**src/rtl/scan_seq.sv**
```systemverilog
// Scan-test sequencer: streams CHAINS-wide pattern beats into LEN-deep chains,
// issues single or launch/capture pulses, and compacts unloaded responses into a MISR.
module scan_seq #(
  parameter int          CHAINS    = 2,
  parameter int          LEN       = 16,
  parameter logic [15:0] MISR_SEED = 16'hFFFF
) (
  input  logic              CK,
  input  logic              RST,
  input  logic              start,
  input  logic              mode,
  input  logic [15:0]       npat,
  input  logic              pat_valid,
  input  logic [CHAINS-1:0] pat_data,
  output logic              pat_ready,
  output logic              scan_enable,
  output logic [CHAINS-1:0] scan_si,
  output logic              shift_en,
  input  logic [CHAINS-1:0] scan_so,
  output logic              cap_send,
  output logic              cap_recv,
  output logic              busy,
  output logic              done,
  output logic [15:0]       signature
);

  localparam int            CW   = $clog2(LEN + 1);
  localparam logic [CW-1:0] LAST = CW'(LEN - 1);

  typedef enum logic [2:0] {
    S_IDLE, S_SHIFT, S_CAPL, S_CAPC, S_FLUSH, S_DONE
  } state_t;

  state_t        state_p0, state_nx;
  logic          mode_q;
  logic [15:0]   npat_q;
  logic [15:0]   pat_cnt, pat_cnt_nx;
  logic [CW-1:0] beat_cnt, beat_cnt_nx;
  logic          accept, load_seed, done_nx;
  logic          absorb_p1;

  function automatic logic [15:0] misr_step(input logic [15:0] sig,
                                            input logic [CHAINS-1:0] so);
    logic [15:0] fb;
    fb = sig[15] ? 16'h1021 : 16'h0000;
    return {sig[14:0], 1'b0} ^ fb ^ 16'(so);
  endfunction

  always_comb begin
    state_nx    = state_p0;
    beat_cnt_nx = beat_cnt;
    pat_cnt_nx  = pat_cnt;
    accept      = 1'b0;
    load_seed   = 1'b0;
    done_nx     = 1'b0;
    unique case (state_p0)
      S_IDLE: begin
        if (start) begin
          load_seed   = 1'b1;
          pat_cnt_nx  = npat;
          beat_cnt_nx = '0;
          if (npat == 16'd0) begin
            state_nx = S_DONE;
            done_nx  = 1'b1;
          end else begin
            state_nx = S_SHIFT;
          end
        end
      end
      S_SHIFT: begin
        if (pat_valid) begin
          accept = 1'b1;
          if (beat_cnt == LAST) begin
            beat_cnt_nx = '0;
            state_nx    = mode_q ? S_CAPL : S_CAPC;
          end else begin
            beat_cnt_nx = beat_cnt + 1'b1;
          end
        end
      end
      S_CAPL: state_nx = S_CAPC;
      S_CAPC: begin
        pat_cnt_nx = pat_cnt - 16'd1;
        state_nx   = (pat_cnt_nx == 16'd0) ? S_FLUSH : S_SHIFT;
      end
      S_FLUSH: begin
        if (beat_cnt == LAST) begin
          beat_cnt_nx = '0;
          state_nx    = S_DONE;
        end else begin
          beat_cnt_nx = beat_cnt + 1'b1;
        end
      end
      S_DONE: begin
        // a zero-pattern run already pulsed done on its start edge
        done_nx  = (npat_q != 16'd0);
        state_nx = S_IDLE;
      end
      default: state_nx = S_IDLE;
    endcase
  end

  // Stage p0 -> p1: register control outputs one cycle behind the state that
  // produced them; scan_so is absorbed in the cycle its shift_en is visible.
  always_ff @(posedge CK) begin
    if (RST) begin
      state_p0    <= S_IDLE;
      mode_q      <= 1'b0;
      npat_q      <= '0;
      pat_cnt     <= '0;
      beat_cnt    <= '0;
      pat_ready   <= 1'b0;
      scan_enable <= 1'b0;
      scan_si     <= '0;
      shift_en    <= 1'b0;
      cap_send    <= 1'b0;
      cap_recv    <= 1'b0;
      busy        <= 1'b0;
      done        <= 1'b0;
      absorb_p1   <= 1'b0;
      signature   <= MISR_SEED;
    end else begin
      state_p0    <= state_nx;
      pat_cnt     <= pat_cnt_nx;
      beat_cnt    <= beat_cnt_nx;
      if (load_seed) begin
        mode_q <= mode;
        npat_q <= npat;
      end
      pat_ready   <= (state_nx == S_SHIFT);
      busy        <= (state_nx != S_IDLE) || done_nx;
      done        <= done_nx;
      shift_en    <= accept || (state_p0 == S_FLUSH);
      scan_si     <= accept ? pat_data : '0;
      scan_enable <= (state_p0 == S_SHIFT) || (state_p0 == S_FLUSH);
      cap_send    <= (state_p0 == S_CAPL) || ((state_p0 == S_CAPC) && !mode_q);
      cap_recv    <= (state_p0 == S_CAPC);
      // the first pattern's load pushes out stale chain contents
      absorb_p1   <= (accept && (pat_cnt != npat_q)) || (state_p0 == S_FLUSH);
      if (load_seed)
        signature <= MISR_SEED;
      else if (shift_en && absorb_p1)
        signature <= misr_step(signature, scan_so);
    end
  end

endmodule

```
**config.mk**
```make
export PLATFORM = sky130hd
export DESIGN_NAME = scan_seq
export DESIGN_NICKNAME = d
export VERILOG_FILES = /design/src/rtl/scan_seq.sv
export SDC_FILE = /design/constraint.sdc
export NUM_CORES = 1
export LEC_CHECK = 0
export CORE_ASPECT_RATIO = 0.9
export CORE_MARGIN = 2
export CORE_UTILIZATION = 40
export CTS_CLUSTER_DIAMETER = 50
export DETAILED_ROUTE_END_ITERATION = 10
export GPL_TIMING_DRIVEN = 0
export PLACE_DENSITY = 0.61
export SYNTH_ARGS = -nofsm -noshare
export SYNTH_HDL_FRONTEND = slang
export SYNTH_SLANG_ARGS = --single-unit
```
**constraint.sdc**
```tcl
create_clock -name CK -period 3.06 [get_ports CK]
set_input_delay 0.612 -clock CK [delete_from_list [all_inputs] [get_ports CK]]
set_output_delay 0.612 -clock CK [all_outputs]
set_load 0.1 [all_outputs]
```
Word-level counts from Yosys, hierarchy flattened
Index checks and enable logic that the tools add are counted.
W data, S select, Z words.
Storage, ports and cells
  bits in registers: 67
  output and inout port bits: 25
  word-level logic and storage cells: 72
Cells by class
  $add $sub $neg: 2
  equal/unequal tests: 10
  multiplexer cells: 22
  bitwise gates (word level): 3
  reductions and logical operators: 20
Operators with widths (count)
  $logic_not A16 Y1: 2
  $pmux W16 S2: 1
  $mux W3: 6
  $mux W16: 1
  $ne A16 B16 Y1: 1
  $reduce_bool A16 Y1: 1
  $sub A16 B1 Y16 const B: 1
  $xor A16 B13 Y16: 1
  $xor A16 B2 Y16: 1
  $mux W5: 3
  $pmux W3 S5: 1
  $pmux W5 S3: 1
  $mux W13: 1
  $mux W1: 7
  $eq A3 B1 Y1 const B: 2
  $eq A3 B2 Y1 const B: 2
  $eq A3 B3 Y1 const B: 2
  $reduce_bool A3 Y1: 2
  $add A5 B1 Y5 const B: 1
  $eq A5 B4 Y1 const B: 1
  $logic_or A1 B1 Y1: 5
  $ne A2 B2 Y1 const B: 2
  $reduce_or A2 Y1: 2
  $logic_and A1 B1 Y1: 3
  other kinds (7): 7

Logic depth before layout (Yosys ltp)
  word-level depth: 6
  gate-level depth with buffers: 9
  mapped depth without buffers: 8

Worst setup path before layout
No wires, ideal clock.
  path kind: register -> register
  start point: register pat_cnt[0]
  end point: register busy
  setup time: 0.133 ns
  arrival time: 2.440 ns
  data required time: 2.927 ns
  slack: 0.488 ns
  cell stages (with the launch flop): 10
  clock period less this slack: 2.572 ns
  path through: dfxtp_1 > buf_2 > inv_1 > ha_1 > nor3b_1 > nand4_1 > xnor2_1 > or4b_4 > a211oi_2 > a31oi_1
Between the ends
  cells in the longest elaborated chain, start to end: 6
RTL lines
  from (decl): RTL line 37  | logic [15:0] pat_cnt, pat_cnt_nx;
  from (signal assigned): RTL line 124  | pat_cnt <= pat_cnt_nx;
  $sub A16 B1 Y16: RTL line 83  | pat_cnt_nx = pat_cnt - 16'd1;
  $logic_not A16 Y1: RTL line 84  | state_nx = (pat_cnt_nx == 16'd0) ? S_FLUSH : S_SHIFT;
  $mux W3: RTL line 84
  $pmux W3 S5: RTL line 56  | unique case (state_p0)
  $reduce_bool A3 Y1: RTL line 131  | busy <= (state_nx != S_IDLE) || done_nx;
  $logic_or A1 B1 Y1: RTL line 131
  to (signal assigned): RTL line 131
  to (decl): RTL line 22  | output logic busy,
No other way between the ends.
A chain may end at the register's enable or synchronous reset.

Worst setup path after layout
  start point: register pat_cnt[1]
  end point: register busy
Same word-level chain as after synthesis.

==> parameters.txt <==
Parameter                              Value

Layout
  Syn-to-layout area delta    26.96%
  Design area    4143 sq um
  Net count, final    ~500
  Number of antenna diodes    0
  Fraction of layout instances using a drive strength above 1    0.08142
  Top library cells by usage in the layout, fill and taps aside    nand2_1, dfxtp_1, clkdlybuf4s50_1
  Most common cell after layout, fill and taps aside    nand2_1

Timing
  Final-layout setup total negative slack    0 ns
  Count of final max-slew check failures    0
  Fin worst setup slack    0.2338 ns
  Setup-violating endpoint count in the final report    0
  Final hold slack    about 0.45 ns
  Post-route clock period utilization    0.9236
  Minimum period implied by the final worst setup slack    approximately 2.8 ns
  Slew HR    0.3409
  Maximum operating frequency    0.3538 GHz
  Worst Clk Skew    0.008611 ns
  Final Hold Fails    0
  Slew at the pin closest to its max-slew limit    0.9855 ns
  RSZ-0062 raised after global routing    false

Logic synthesis
  Unique masters post-synth    51
  Main flop type after synthesis    dfxtp_1
  Cells after Synth    414
  YS warnings    0
  Fraction of registers with async set/reset    0
  Synthesized area per cell    approximately 8 sq um
  Nets in the synthesized netlist    around 440
  Synthesized flop and latch total    67
  Sequential cell area fraction in the yosys report    0.4110
  Number of enable-type register cells in the synthesized netlist    0
  Summed instance area of the synthesized netlist    3263 sq um

Clocking
  Latest clock arrival within the worst-skew pair    0.36 ns
  Root Buffer    clkbuf_8
  CTS tree    built
  H-Tree Level Count    3
  Clock-pin slew on the worst setup and hold paths    roughly 0.08 ns
  Number of clock sinks seen by CTS    67
  Total clock buffers created by CTS    9
  Maximum buffer depth of the clock tree    2
  Post-CTS repair timing setup buffer count    0

Floorplanning
  I/O pin cnt    50
  Placeable core region    7990 sq um
  Floorplan die width    99.21 um
  Die outline area    around 8900 sq um
  Die Ht    89.69 um
  Effective utilization at floorplan    0.4084
  Number of cell rows    31

Detailed routing
  DRC viols    0
  Via/cell ratio    about 5.5
  Via count    3201
  Number of search-and-repair iterations in the first detailed-routing pass    5
  Wire length per cell after detailed routing    15.64 um
  Antenna violation net count after detailed routing    0
  Total length of routed wires    9042 um
  Initial DRC count    239

Placement
  Global placement routability congestion    0.9591
  HPWL reported at the end of detailed placement    6567 um
  Area after detailed placement    3877 sq um
  Number of I/O port buffers    slightly below 50
  Worst-case setup slack after placement    -0.2403 ns

Worst setup path
  WS Path Type    flip-flop to flip-flop
  Top Family by Delay on Critical Path    simple AND/OR/NAND/NOR gates
  Worst EP required    3.28 ns
  Endpoint arrival time on the critical path    3.04 ns
  CP startpoint kind    flip-flop
  Number of buffer and inverter stages on the critical path    2
  Delay contributed by the slowest stage of the critical path    about 0.59 ns
  Cell chain of the critical path    buf_2 -> inv_1 -> ha_1 -> nor3b_4 -> nand4_1 -> xnor2_1 -> or4b_4 -> a211oi_2 -> a31oi_1
  Largest fanout of any net on the critical path    9
  Worst path slowest cell    or4b_4
  Critical Path End Type    flip-flop

Power and ir drop
  Net Switching    628.3 uW
  Flop pwr share    0.420
  Logic pwr share    0.169
  IR Drop Worst-Case VDD    415.8 uV
  Internal power    1.606 mW
  Static leakage    1.528 nW
  Fraction of power spent switching nets    0.2813
  PD cells    between 500 and 600 nW/um^2
  Clock share of power    0.411
  Overall Power    2.234 mW

Worst hold path
  Worst min-delay path class    flip-flop to flip-flop

Flow run
  Max cap viols    0

GRT
  Global Route Usage Sum    0.2125
  Largest net degree at the start of global routing    14
  Antenna violations before repair    0
  Global-route wire length before repair    14550 um
  Vias in the first global route    ~2.8k
  Remaining global-route overflow    0

Run status
  Run status    finished, final reports clean
metrics by stage:
stage               utilization  instances
global route             0.5185        578
detailed placement       0.4853        562
floorplan                     -        414
CTS                      0.5169        578
finish                   0.5185        578
global placement         0.4853        562
layer usage:
metal / track usage / share of wire / vias to the layer above
li1: - / - / 1587
met1: 0.2887 / 0.47 / 1470
met2: 0.3292 / 0.44 / 128
met3: 0.06269 / 0.081 / 16
met4: 0.06600 / 0.018 / 0
met5: 0 / 0 / -
power groups by stage:
stage	Sequential (mW)	Combinational (mW)	Clock, mW
after floorplan	0.985	0.222	0
after global placement	0.957	0.367	0
after detailed placement	0.957	0.369	0
after CTS	0.937	0.372	0.935
after global routing	0.942	0.411	0.978
final	0.937	0.378	0.919
cell type report:
cell class	instances	area (sq um)
inverter	3	11.26
timing repair buffer	49	490.5
clock buffer	9	123.9
clock inverter	7	123.9
multi-input combinational	313	1777
fill	793	3847
tap	99	123.9
buffer	31	151.4
sequential	67	1341
logic make-up after synthesis:
family | count (synthesis) | share of synthesized area
flops | 67 | 0.4110
buf+inv | 34 | 0.04985
fa+ha+maj | 3 | 0.01150
compound gates | 85 | 0.1607
simple gates | 199 | 0.2964
mux | 1 | 0.003451
xor+xnor | 25 | 0.06710
synth_stat cells (5+ instances only):
cell type | count | share of area
a21oi_1 | 31 | 0.048
o21ai_0 | 17 | 0.026
clkbuf_1 | 20 | 0.023
nand3_1 | 24 | 0.037
nor3_1 | 8 | 0.012
a31oi_1 | 11 | 0.021
nand2_1 | 83 | 0.095
dfxtp_1 | 67 | 0.41
nor4_1 | 15 | 0.029
nand4_1 | 8 | 0.015
xnor2_1 | 25 | 0.067
o211ai_1 | 5 | 0.012
nor2_1 | 30 | 0.035
worst register-to-register path, cell delays in order, from the launching register on:
cell      delay (ns)
dfxtp_1         0.30
buf_2           0.17
inv_1           0.11
ha_1            0.28
nor3b_4         0.41
nand4_1         0.17
xnor2_1         0.20
or4b_4          0.59
a211oi_2        0.34
a31oi_1         0.13
worst paths after layout:
check | from | endpoint | slack [ns] | depth (start not counted)
setup / recovery | pat_cnt[1] | busy | 0.23 | 9
setup reg to reg | pat_cnt[1] | busy | 0.23 | 9
hold / removal | beat_cnt[4] | beat_cnt[4] | 0.45 | 2
hold reg to reg | beat_cnt[4] | beat_cnt[4] | 0.45 | 2
state kept, by name, summed over array words and instances, names as in the netlist, 2 cells and up:
register	flops
scan_si	2
state_p0	3
signature	16
npat_q	16
beat_cnt	5
pat_cnt	16
repair_timing:
item | CTS | global route
endpoints found under the setup margin | 3 | 12
hold buffers | 0 | 0
resized for setup | 1 | 2
No activity file was read; power rests on OpenSTA's default activity.
